## config.mk

```make
export PLATFORM = sky130hd
export DESIGN_NAME = knight_scanner_flat
export DESIGN_NICKNAME = d
export VERILOG_FILES = /design/src/rtl/knight_scanner_pkg.sv /design/src/rtl/knight_scanner_if.sv /design/src/rtl/knight_pwm_dimmer.sv /design/src/rtl/knight_scanner.sv /design/src/flat_wrapper.sv
export SDC_FILE = /design/constraint.sdc
export NUM_CORES = 1
export LEC_CHECK = 0
export ABC_AREA = 1
export CORE_AREA = 4 4 122 124
export DETAILED_ROUTE_END_ITERATION = 8
export DIE_AREA = 0 0 126 128
export PLACE_DENSITY = 0.66
export SLEW_MARGIN = 10
export SYNTH_ARGS = -nofsm -noshare
export SYNTH_HDL_FRONTEND = slang
export SYNTH_SLANG_ARGS = --single-unit
```

## constraint.sdc

```tcl
create_clock -name clk_in -period 3.8 [get_ports clk_in]
set_input_delay 1.14 -clock clk_in [delete_from_list [all_inputs] [get_ports clk_in]]
set_output_delay 1.14 -clock clk_in [all_outputs]
set_load 0.01 [all_outputs]
```

## src/rtl/knight_scanner_pkg.sv

```systemverilog
// -----------------------------------------------------------------------------
// knight_pkg
// Shared constants and helpers for the Knight-Rider LED scanner.
//   MODE_*      : encodings of the 2-bit mode input
//   dir_e       : head direction, which is also the scanner FSM state
//   tail_level  : brightness of tail entry k (0-based) = FULL >> (k+1)
// -----------------------------------------------------------------------------
package knight_pkg;

  localparam logic [1:0] MODE_BOUNCE  = 2'd0;
  localparam logic [1:0] MODE_WRAP_UP = 2'd1;
  localparam logic [1:0] MODE_WRAP_DN = 2'd2;
  localparam logic [1:0] MODE_HOLD    = 2'd3;

  typedef enum logic {
    DIR_DOWN = 1'b0,
    DIR_UP   = 1'b1
  } dir_e;

  function automatic int unsigned tail_level(input int unsigned k,
                                             input int unsigned pwm_bits);
    return ((32'd1 << pwm_bits) - 32'd1) >> (k + 32'd1);
  endfunction

endpackage

```

## src/rtl/knight_scanner_if.sv

```systemverilog
// -----------------------------------------------------------------------------
// knight_scanner_if
// Control/status bundle of the scanner.
//   enable, mode, step_div : controls, driven by the master, sampled every clk
//   led                    : registered LED drive
//   pos, dir               : current head index and direction
//   step_pulse             : one-cycle qualifier, high in the cycle pos/dir/tail
//                            first show their new values
//   dbg_state              : FSM state (direction) for checkers
// There is no valid/ready pair: controls are level signals that take effect
// from the next rising edge, and step_pulse is a pure strobe that cannot be
// back-pressured.
// -----------------------------------------------------------------------------
interface knight_scanner_if #(
  parameter int WIDTH     = 8,
  parameter int DIV_WIDTH = 24
);
  import knight_pkg::*;

  localparam int POS_W = $clog2(WIDTH);

  logic                 enable;
  logic [1:0]           mode;
  logic [DIV_WIDTH-1:0] step_div;
  logic [WIDTH-1:0]     led;
  logic [POS_W-1:0]     pos;
  logic                 dir;
  logic                 step_pulse;
  dir_e                 dbg_state;

  modport master (
    output enable, mode, step_div,
    input  led, pos, dir, step_pulse, dbg_state
  );

  modport slave (
    input  enable, mode, step_div,
    output led, pos, dir, step_pulse, dbg_state
  );

endinterface

```

## src/rtl/knight_pwm_dimmer.sv

```systemverilog
// -----------------------------------------------------------------------------
// knight_pwm_dimmer
// Free-running PWM counter plus one comparator per LED; the LED outputs are
// registered so they change exactly one cycle after the brightness bus.
//   clk_in    : clock
//   reset     : synchronous active-high reset (counter and LEDs to 0)
//   i_bright  : WIDTH brightness levels, PWM_BITS each, LED i at [i*PWM_BITS +:]
//   o_led     : led[i] = (pwm_cnt < bright[i]), registered
// -----------------------------------------------------------------------------
module knight_pwm_dimmer #(
  parameter int WIDTH    = 8,
  parameter int PWM_BITS = 4
) (
  input  logic                      clk_in,
  input  logic                      reset,
  input  logic [WIDTH*PWM_BITS-1:0] i_bright,
  output logic [WIDTH-1:0]          o_led
);

  logic [PWM_BITS-1:0] r_pwm_cnt;
  logic [WIDTH-1:0]    r_led;

  // Full brightness (all ones) is on for 2^PWM_BITS-1 of 2^PWM_BITS counts;
  // level 0 never lights.
  always_ff @(posedge clk_in) begin
    if (reset) begin
      r_pwm_cnt <= '0;
      r_led     <= '0;
    end else begin
      r_pwm_cnt <= r_pwm_cnt + PWM_BITS'(1);
      for (int i = 0; i < WIDTH; i++) begin
        r_led[i] <= (r_pwm_cnt < i_bright[i*PWM_BITS +: PWM_BITS]);
      end
    end
  end

  assign o_led = r_led;

endmodule

```

## src/rtl/knight_scanner.sv

```systemverilog
// -----------------------------------------------------------------------------
// knight_scanner
// Knight-Rider LED scanner: a head LED steps across WIDTH LEDs once every
// step_div clocks, followed by TAIL fading positions rendered with PWM.
//   clk_in : system clock, rising edge
//   reset  : synchronous active-high reset, wins over everything
//   bus    : knight_scanner_if.slave (enable/mode/step_div in; led/pos/dir/
//            step_pulse/dbg_state out)
// Holds the prescaler, the position/direction FSM, the tail shift register and
// the per-LED brightness merge; PWM and the LED register live in
// knight_pwm_dimmer.
// -----------------------------------------------------------------------------
module knight_scanner
  import knight_pkg::*;
#(
  parameter int WIDTH     = 8,
  parameter int TAIL      = 3,
  parameter int PWM_BITS  = 4,
  parameter int DIV_WIDTH = 24
) (
  input  logic             clk_in,
  input  logic             reset,
  knight_scanner_if.slave  bus
);

  localparam int                  POS_W = $clog2(WIDTH);
  localparam logic [POS_W-1:0]    LAST  = POS_W'(WIDTH - 1);
  localparam logic [PWM_BITS-1:0] FULL  = '1;

  // ---------------------------------------------------------------------------
  // Prescaler. Compare with >= so that lowering step_div below the running
  // count ticks on the next cycle instead of waiting for a counter wrap.
  // ---------------------------------------------------------------------------
  logic [DIV_WIDTH-1:0] r_cnt;
  logic [DIV_WIDTH-1:0] w_div_m1;
  logic                 w_tick;

  assign w_div_m1 = (bus.step_div == '0) ? '0 : (bus.step_div - DIV_WIDTH'(1));
  assign w_tick   = bus.enable && (r_cnt >= w_div_m1);

  always_ff @(posedge clk_in) begin
    if (reset || !bus.enable || w_tick) begin
      r_cnt <= '0;
    end else begin
      r_cnt <= r_cnt + DIV_WIDTH'(1);
    end
  end

  // ---------------------------------------------------------------------------
  // Position/direction FSM: the direction is the state, pos is its datapath.
  // ---------------------------------------------------------------------------
  dir_e             r_dir;
  dir_e             w_dir_nxt;
  logic [POS_W-1:0] r_pos;
  logic [POS_W-1:0] w_pos_nxt;
  logic             r_step_pulse;

  always_ff @(posedge clk_in) begin
    if (reset) begin
      r_dir        <= DIR_UP;
      r_pos        <= '0;
      r_step_pulse <= 1'b0;
    end else begin
      r_dir        <= w_dir_nxt;
      r_pos        <= w_pos_nxt;
      r_step_pulse <= w_tick;
    end
  end

  always_comb begin
    w_dir_nxt = r_dir;
    w_pos_nxt = r_pos;
    if (w_tick) begin
      case (bus.mode)
        MODE_BOUNCE: begin
          // Reverse on the end LED itself: no dwell, the next step already
          // moves one place back.
          if (r_dir == DIR_UP && r_pos == LAST) begin
            w_dir_nxt = DIR_DOWN;
            w_pos_nxt = LAST - POS_W'(1);
          end else if (r_dir == DIR_DOWN && r_pos == '0) begin
            w_dir_nxt = DIR_UP;
            w_pos_nxt = POS_W'(1);
          end else if (r_dir == DIR_UP) begin
            w_pos_nxt = r_pos + POS_W'(1);
          end else begin
            w_pos_nxt = r_pos - POS_W'(1);
          end
        end
        MODE_WRAP_UP: begin
          w_dir_nxt = DIR_UP;
          w_pos_nxt = (r_pos == LAST) ? '0 : (r_pos + POS_W'(1));
        end
        MODE_WRAP_DN: begin
          w_dir_nxt = DIR_DOWN;
          w_pos_nxt = (r_pos == '0) ? LAST : (r_pos - POS_W'(1));
        end
        default: begin
          // hold: pos and dir stay; the tail still shifts below
        end
      endcase
    end
  end

  // ---------------------------------------------------------------------------
  // Tail shift register and brightness merge. Disabled operation forces every
  // level to 0, which blanks the LEDs one cycle later through the dimmer.
  // ---------------------------------------------------------------------------
  logic [WIDTH*PWM_BITS-1:0] w_bright;

  if (TAIL > 0) begin : g_tail
    logic [TAIL-1:0]  r_tail_vld;
    logic [POS_W-1:0] r_tail_idx [TAIL];
    logic [PWM_BITS-1:0] w_lvl;

    always_ff @(posedge clk_in) begin
      if (reset) begin
        r_tail_vld <= '0;
        for (int k = 0; k < TAIL; k++) begin
          r_tail_idx[k] <= '0;
        end
      end else if (w_tick) begin
        r_tail_vld[0] <= 1'b1;
        r_tail_idx[0] <= r_pos;
        for (int k = 1; k < TAIL; k++) begin
          r_tail_vld[k] <= r_tail_vld[k-1];
          r_tail_idx[k] <= r_tail_idx[k-1];
        end
      end
    end

    // Overlapping entries (bounce reversal, hold) resolve by max level; the
    // head always wins at FULL.
    always_comb begin
      w_bright = '0;
      w_lvl    = '0;
      for (int i = 0; i < WIDTH; i++) begin
        w_lvl = '0;
        for (int k = 0; k < TAIL; k++) begin
          if (r_tail_vld[k] && r_tail_idx[k] == POS_W'(i) &&
              PWM_BITS'(tail_level(k, PWM_BITS)) > w_lvl) begin
            w_lvl = PWM_BITS'(tail_level(k, PWM_BITS));
          end
        end
        if (r_pos == POS_W'(i)) begin
          w_lvl = FULL;
        end
        if (!bus.enable) begin
          w_lvl = '0;
        end
        w_bright[i*PWM_BITS +: PWM_BITS] = w_lvl;
      end
    end
  end else begin : g_no_tail
    always_comb begin
      w_bright = '0;
      for (int i = 0; i < WIDTH; i++) begin
        if (bus.enable && r_pos == POS_W'(i)) begin
          w_bright[i*PWM_BITS +: PWM_BITS] = FULL;
        end
      end
    end
  end

  // ---------------------------------------------------------------------------
  // PWM dimmer and outputs
  // ---------------------------------------------------------------------------
  logic [WIDTH-1:0] w_led;

  knight_pwm_dimmer #(
    .WIDTH    (WIDTH),
    .PWM_BITS (PWM_BITS)
  ) u_dimmer (
    .clk_in   (clk_in),
    .reset    (reset),
    .i_bright (w_bright),
    .o_led    (w_led)
  );

  assign bus.led        = w_led;
  assign bus.pos        = r_pos;
  assign bus.dir        = r_dir;
  assign bus.step_pulse = r_step_pulse;
  assign bus.dbg_state  = r_dir;

endmodule

```

## src/flat_wrapper.sv

```systemverilog
// flat-port wrapper written by rule: the top's interface ports become plain ports
module knight_scanner_flat import knight_pkg::*;
#(
  parameter int WIDTH     = 8,
  parameter int TAIL      = 3,
  parameter int PWM_BITS  = 4,
  parameter int DIV_WIDTH = 24
)
  (clk_in, reset, bus_enable, bus_mode, bus_step_div, bus_led, bus_pos, bus_dir, bus_step_pulse, bus_dbg_state);
  knight_scanner_if #(.WIDTH(WIDTH), .DIV_WIDTH(DIV_WIDTH)) bus_i ();
  input  logic clk_in;
  input  logic reset;
  input wire logic [$bits(bus_i.enable)-1:0] bus_enable;
  input wire logic [$bits(bus_i.mode)-1:0] bus_mode;
  input wire logic [$bits(bus_i.step_div)-1:0] bus_step_div;
  output wire logic [$bits(bus_i.led)-1:0] bus_led;
  output wire logic [$bits(bus_i.pos)-1:0] bus_pos;
  output wire logic [$bits(bus_i.dir)-1:0] bus_dir;
  output wire logic [$bits(bus_i.step_pulse)-1:0] bus_step_pulse;
  output wire logic [$bits(bus_i.dbg_state)-1:0] bus_dbg_state;
  assign bus_i.enable = bus_enable;
  assign bus_i.mode = bus_mode;
  assign bus_i.step_div = bus_step_div;
  assign bus_led = bus_i.led;
  assign bus_pos = bus_i.pos;
  assign bus_dir = bus_i.dir;
  assign bus_step_pulse = bus_i.step_pulse;
  assign bus_dbg_state = bus_i.dbg_state;
  knight_scanner #(.WIDTH(WIDTH), .TAIL(TAIL), .PWM_BITS(PWM_BITS), .DIV_WIDTH(DIV_WIDTH)) u_core (.clk_in(clk_in), .reset(reset), .bus(bus_i));
endmodule
```

==> flow_summary.json <==
{
  "status": "finished, final reports clean",
  "clock_skew_ps": 8.90,
  "power_uw": 1410,
  "area.growth.synth_to_final_pct": 35.8,
  "htree_levels": 2,
  "max_stage_delay_ps": 280,
  "numCtsBuffers": 5,
  "drc": 0,
  "synth_seq_cells": 53,
  "slowest_stage": "ha_1",
  "fp.dieW_um": 126,
  "avgSynthCellArea_um2": 6.61,
  "grt_pass1_wl_um": 20100,
  "drtIter0Drc": 270,
  "grt_max_degree": 32,
  "cts_tree": "built",
  "tightest_slew_ps": 561,
  "seqCellArea_mm2": 0.00115,
  "crit_top_cell": "nand2_1",
  "multi_input_area_mm2": 0.00343,
  "nNetsFinal": 922,
  "power_density_mw_per_mm2": 220,
  "yosysSeqAreaShare_pct": 24.4,
  "grt_pass1_vias": 4440,
  "globalplace.congestion": 0.914,
  "crit_required_ps": 3990,
  "reg2regPathDepth": 10,
  "viasPerCell": 4.88,
  "synth_cell_types": 41,
  "ant_nets": 0,
  "core_area_mm2": 0.0138,
  "relSlewSlack_pct": 62.4,
  "r2r_start": "u_core.bus.pos[0]",
  "r2r-end": "u_core.u_dimmer.o_led[7]",
  "critical_path_class": "in2reg",
  "p_leak_uw": 0.00306,
  "grtUsageTotal_pct": 14.6,
  "antenna_found_initial": 0,
  "fin_crit_ps": 3720,
  "cp.arrival_ps": 3910,
  "rows": 43,
  "ctsRootBufferMaster": "clkbuf_16",
  "hold_depth": 1,
  "synth_top_cell_area_share_pct": 18.7,
  "cp-start-kind": "input pin",
  "hold_viol": 0,
  "totalWireLength_um": 12400,
  "fin_crit_sh_pct": 97.8,
  "fp.dieH_um": 128,
  "path_clk_slew_ps": 70,
  "diodes": 0,
  "synth_area_leaders": "dfxtp_1 (19%), ha_1 (17%), nand2_1 (15%)",
  "io_pins": 43,
  "final_util_pct": 46.5,
  "fill_cells": 1388,
  "cts_buffer_depth": 2,
  "cp_top_family": "simple AND/OR/NAND/NOR gates",
  "cap_violations": 0,
  "tns_ps": 0,
  "cp_max_fo": 6,
  "synth_area_mm2": 0.00472,
  "synth_top_area_cell": "dfxtp_1",
  "clk-insertion-delay-late_ps": 290,
  "hp-class": "reg2reg",
  "syn_nets": 806,
  "crit_chain": "dlygate4sd2_1 > nor2_1 > nand2_2 > nor2_4 > nand3_4 > buf_4 > nor2_1 > nand4_1 > nand2_1 > o21bai_1 > ha_1 > nand2_1 > nor2_2 > buf_4 > nand2_1 > nand3_1 > nor2_4 > nand2_4 > buf_6 > buf_8 > nand3_4 > nand2_1 > inv_1 > nor2_1",
  "final_area_mm2": 0.00641,
  "start_util_pct": 34.3,
  "drive_above_1_share_pct": 21.5,
  "portBuffers": 42,
  "clock-sinks": 53,
  "hold_path_end": "u_core.u_dimmer.r_pwm_cnt[0]",
  "peakVddDrop_v": 0.000167,
  "grt_overflow": 0,
  "min_from": "u_core.u_dimmer.r_pwm_cnt[0]",
  "dieArea_mm2": 0.0161,
  "rrSetupSlack_ps": 1570,
  "num_vias": 4937,
  "fmax_mhz": 269,
  "hpwl_um": 9300,
  "wire_per_inst_um": 12.2,
  "path_buf_inv": 6,
  "cp-end-kind": "flop",
  "synthesis.instances": 714,
  "hold_slack_ps": 465,
  "dpl_cell_area_mm2": 0.00579,
  "yosys_warnings": 0,
  "slew_violations": 0,
  "first_pass_iters": 5,
  "ctsHoldBuffers": 0,
  "final-setup-viol-count": 0
}
==> registers in the layout, summed over array words and instances (netlist names) <==
signal	flops
u_core.r_cnt	24
u_core.u_dimmer.r_pwm_cnt	4
u_core.g_tail.r_tail_vld	3
u_core.bus.dbg_state	1
u_core.u_dimmer.o_led	8
u_core.bus.step_pulse	1
u_core.bus.pos	3
u_core.g_tail.r_tail_idx	9
==> metal layers <==
metal / up-vias / wire length (um) / part of all wire (%) / track usage (%)
met5: - / 0 / 0 / 0
met4: 0 / 153 / 1.2 / 2.71
met3: 20 / 435 / 3.5 / 2.21
met2: 110 / 6250 / 51 / 26.3
met1: 2253 / 5540 / 45 / 18.8
li1: 2554 / - / - / -
==> synth_stat cells (all sizes together) <==
cell    instances
buf             7
a31oi           2
o21ai          34
nand4          21
xnor2           8
ha             63
nand3          44
o21bai          1
nor2          100
clkinv          1
nand3b          1
xor2           10
nand2         187
or2            14
clkbuf          4
edfxtp          9
a21oi          42
nor3           14
nor4            8
o21a            1
dfxtp          44
a21boi          2
a21o            2
inv            95
==> repair_timing <==
item | 4_1_cts | 5_1_grt
gates resized for setup | 61 | 64
buffers inserted | 6 | 11
endpoints found under the hold margin | 0 | 0
pin swaps | 33 | 50
endpoints found under the setup margin | 50 | 50
gates cloned | 2 | 0
==> cells by family (layout without fill, tap and decap cells) <==
kind of cell             count (synthesis)  in the layout  synth area share [%]
flip-flops                              53             53                  24.4
AND/OR/NAND/NOR                        389            390                  36.6
AO/OA/AOI/OAI                           84             84                  9.91
adder cells (fa/ha/maj)                 63             63                  16.7
buffers and inverters                  107            223                  9.06
XOR/XNOR                                18             18                  3.34
==> through the flow <==
stage	std cells	setup WS, ps
after global routing	1011	-111
after detailed placement	985	-570
final	1011	83.8
after global placement	985	-484
after CTS	1001	7.29
after floorplan	714	82.2
==> worst max path at each step <==
stage / start / slack [ps] / cells past startpoint / endpoint
3_3_place_gp: bus_step_div[3] / -480 / 22 / u_core.g_tail.r_tail_idx[0][0]
6_report: bus_step_div[4] / 80 / 24 / u_core.bus.pos[1]
5_1_grt: bus_step_div[4] / -110 / 24 / u_core.bus.pos[2]
3_5_place_dp: bus_step_div[5] / -570 / 22 / u_core.g_tail.r_tail_idx[0][2]
4_1_cts: bus_step_div[15] / 7 / 20 / u_core.g_tail.r_tail_idx[0][4]
2_1_floorplan: bus_step_div[0] / 80 / 18 / u_core.g_tail.r_tail_idx[0][0]
==> placed cells by master, fill, tap and decap left out, types with 8 or more instances in the layout <==
cell type        count
nand2_1            174
inv_1               86
nor2_1              77
buf_4               64
ha_1                61
dfxtp_1             44
nand3_1             36
a21oi_1             32
o21ai_0             31
nand4_1             21
clkdlybuf4s50_1     20
nor2_2              16
or2_2               10
xor2_1              10
a21oi_2             10
nor3_1               9
edfxtp_1             9
inv_2                8
xnor2_1              8
dlymetal6s2s_1       8
clkbuf_2             8
==> power by group <==
group	total [uW]	leakage, uW	internal (uW)	switching, uW
Combinational	273	0.00253	134	140
Clock	535	0.0000815	314	220
Sequential	600	0.000449	585	15.3
==> layout make-up <==
cell class | count | share of cell area, %
well taps | 180 | 3.51
inverters | 96 | 5.66
multi-input cells | 555 | 53.5
clock buffers | 6 | 2.01
repair buffers | 119 | 16.8
flip-flops and latches | 53 | 18.0
clock inverters | 2 | 0.605
No activity file was read; power rests on OpenSTA's default activity.
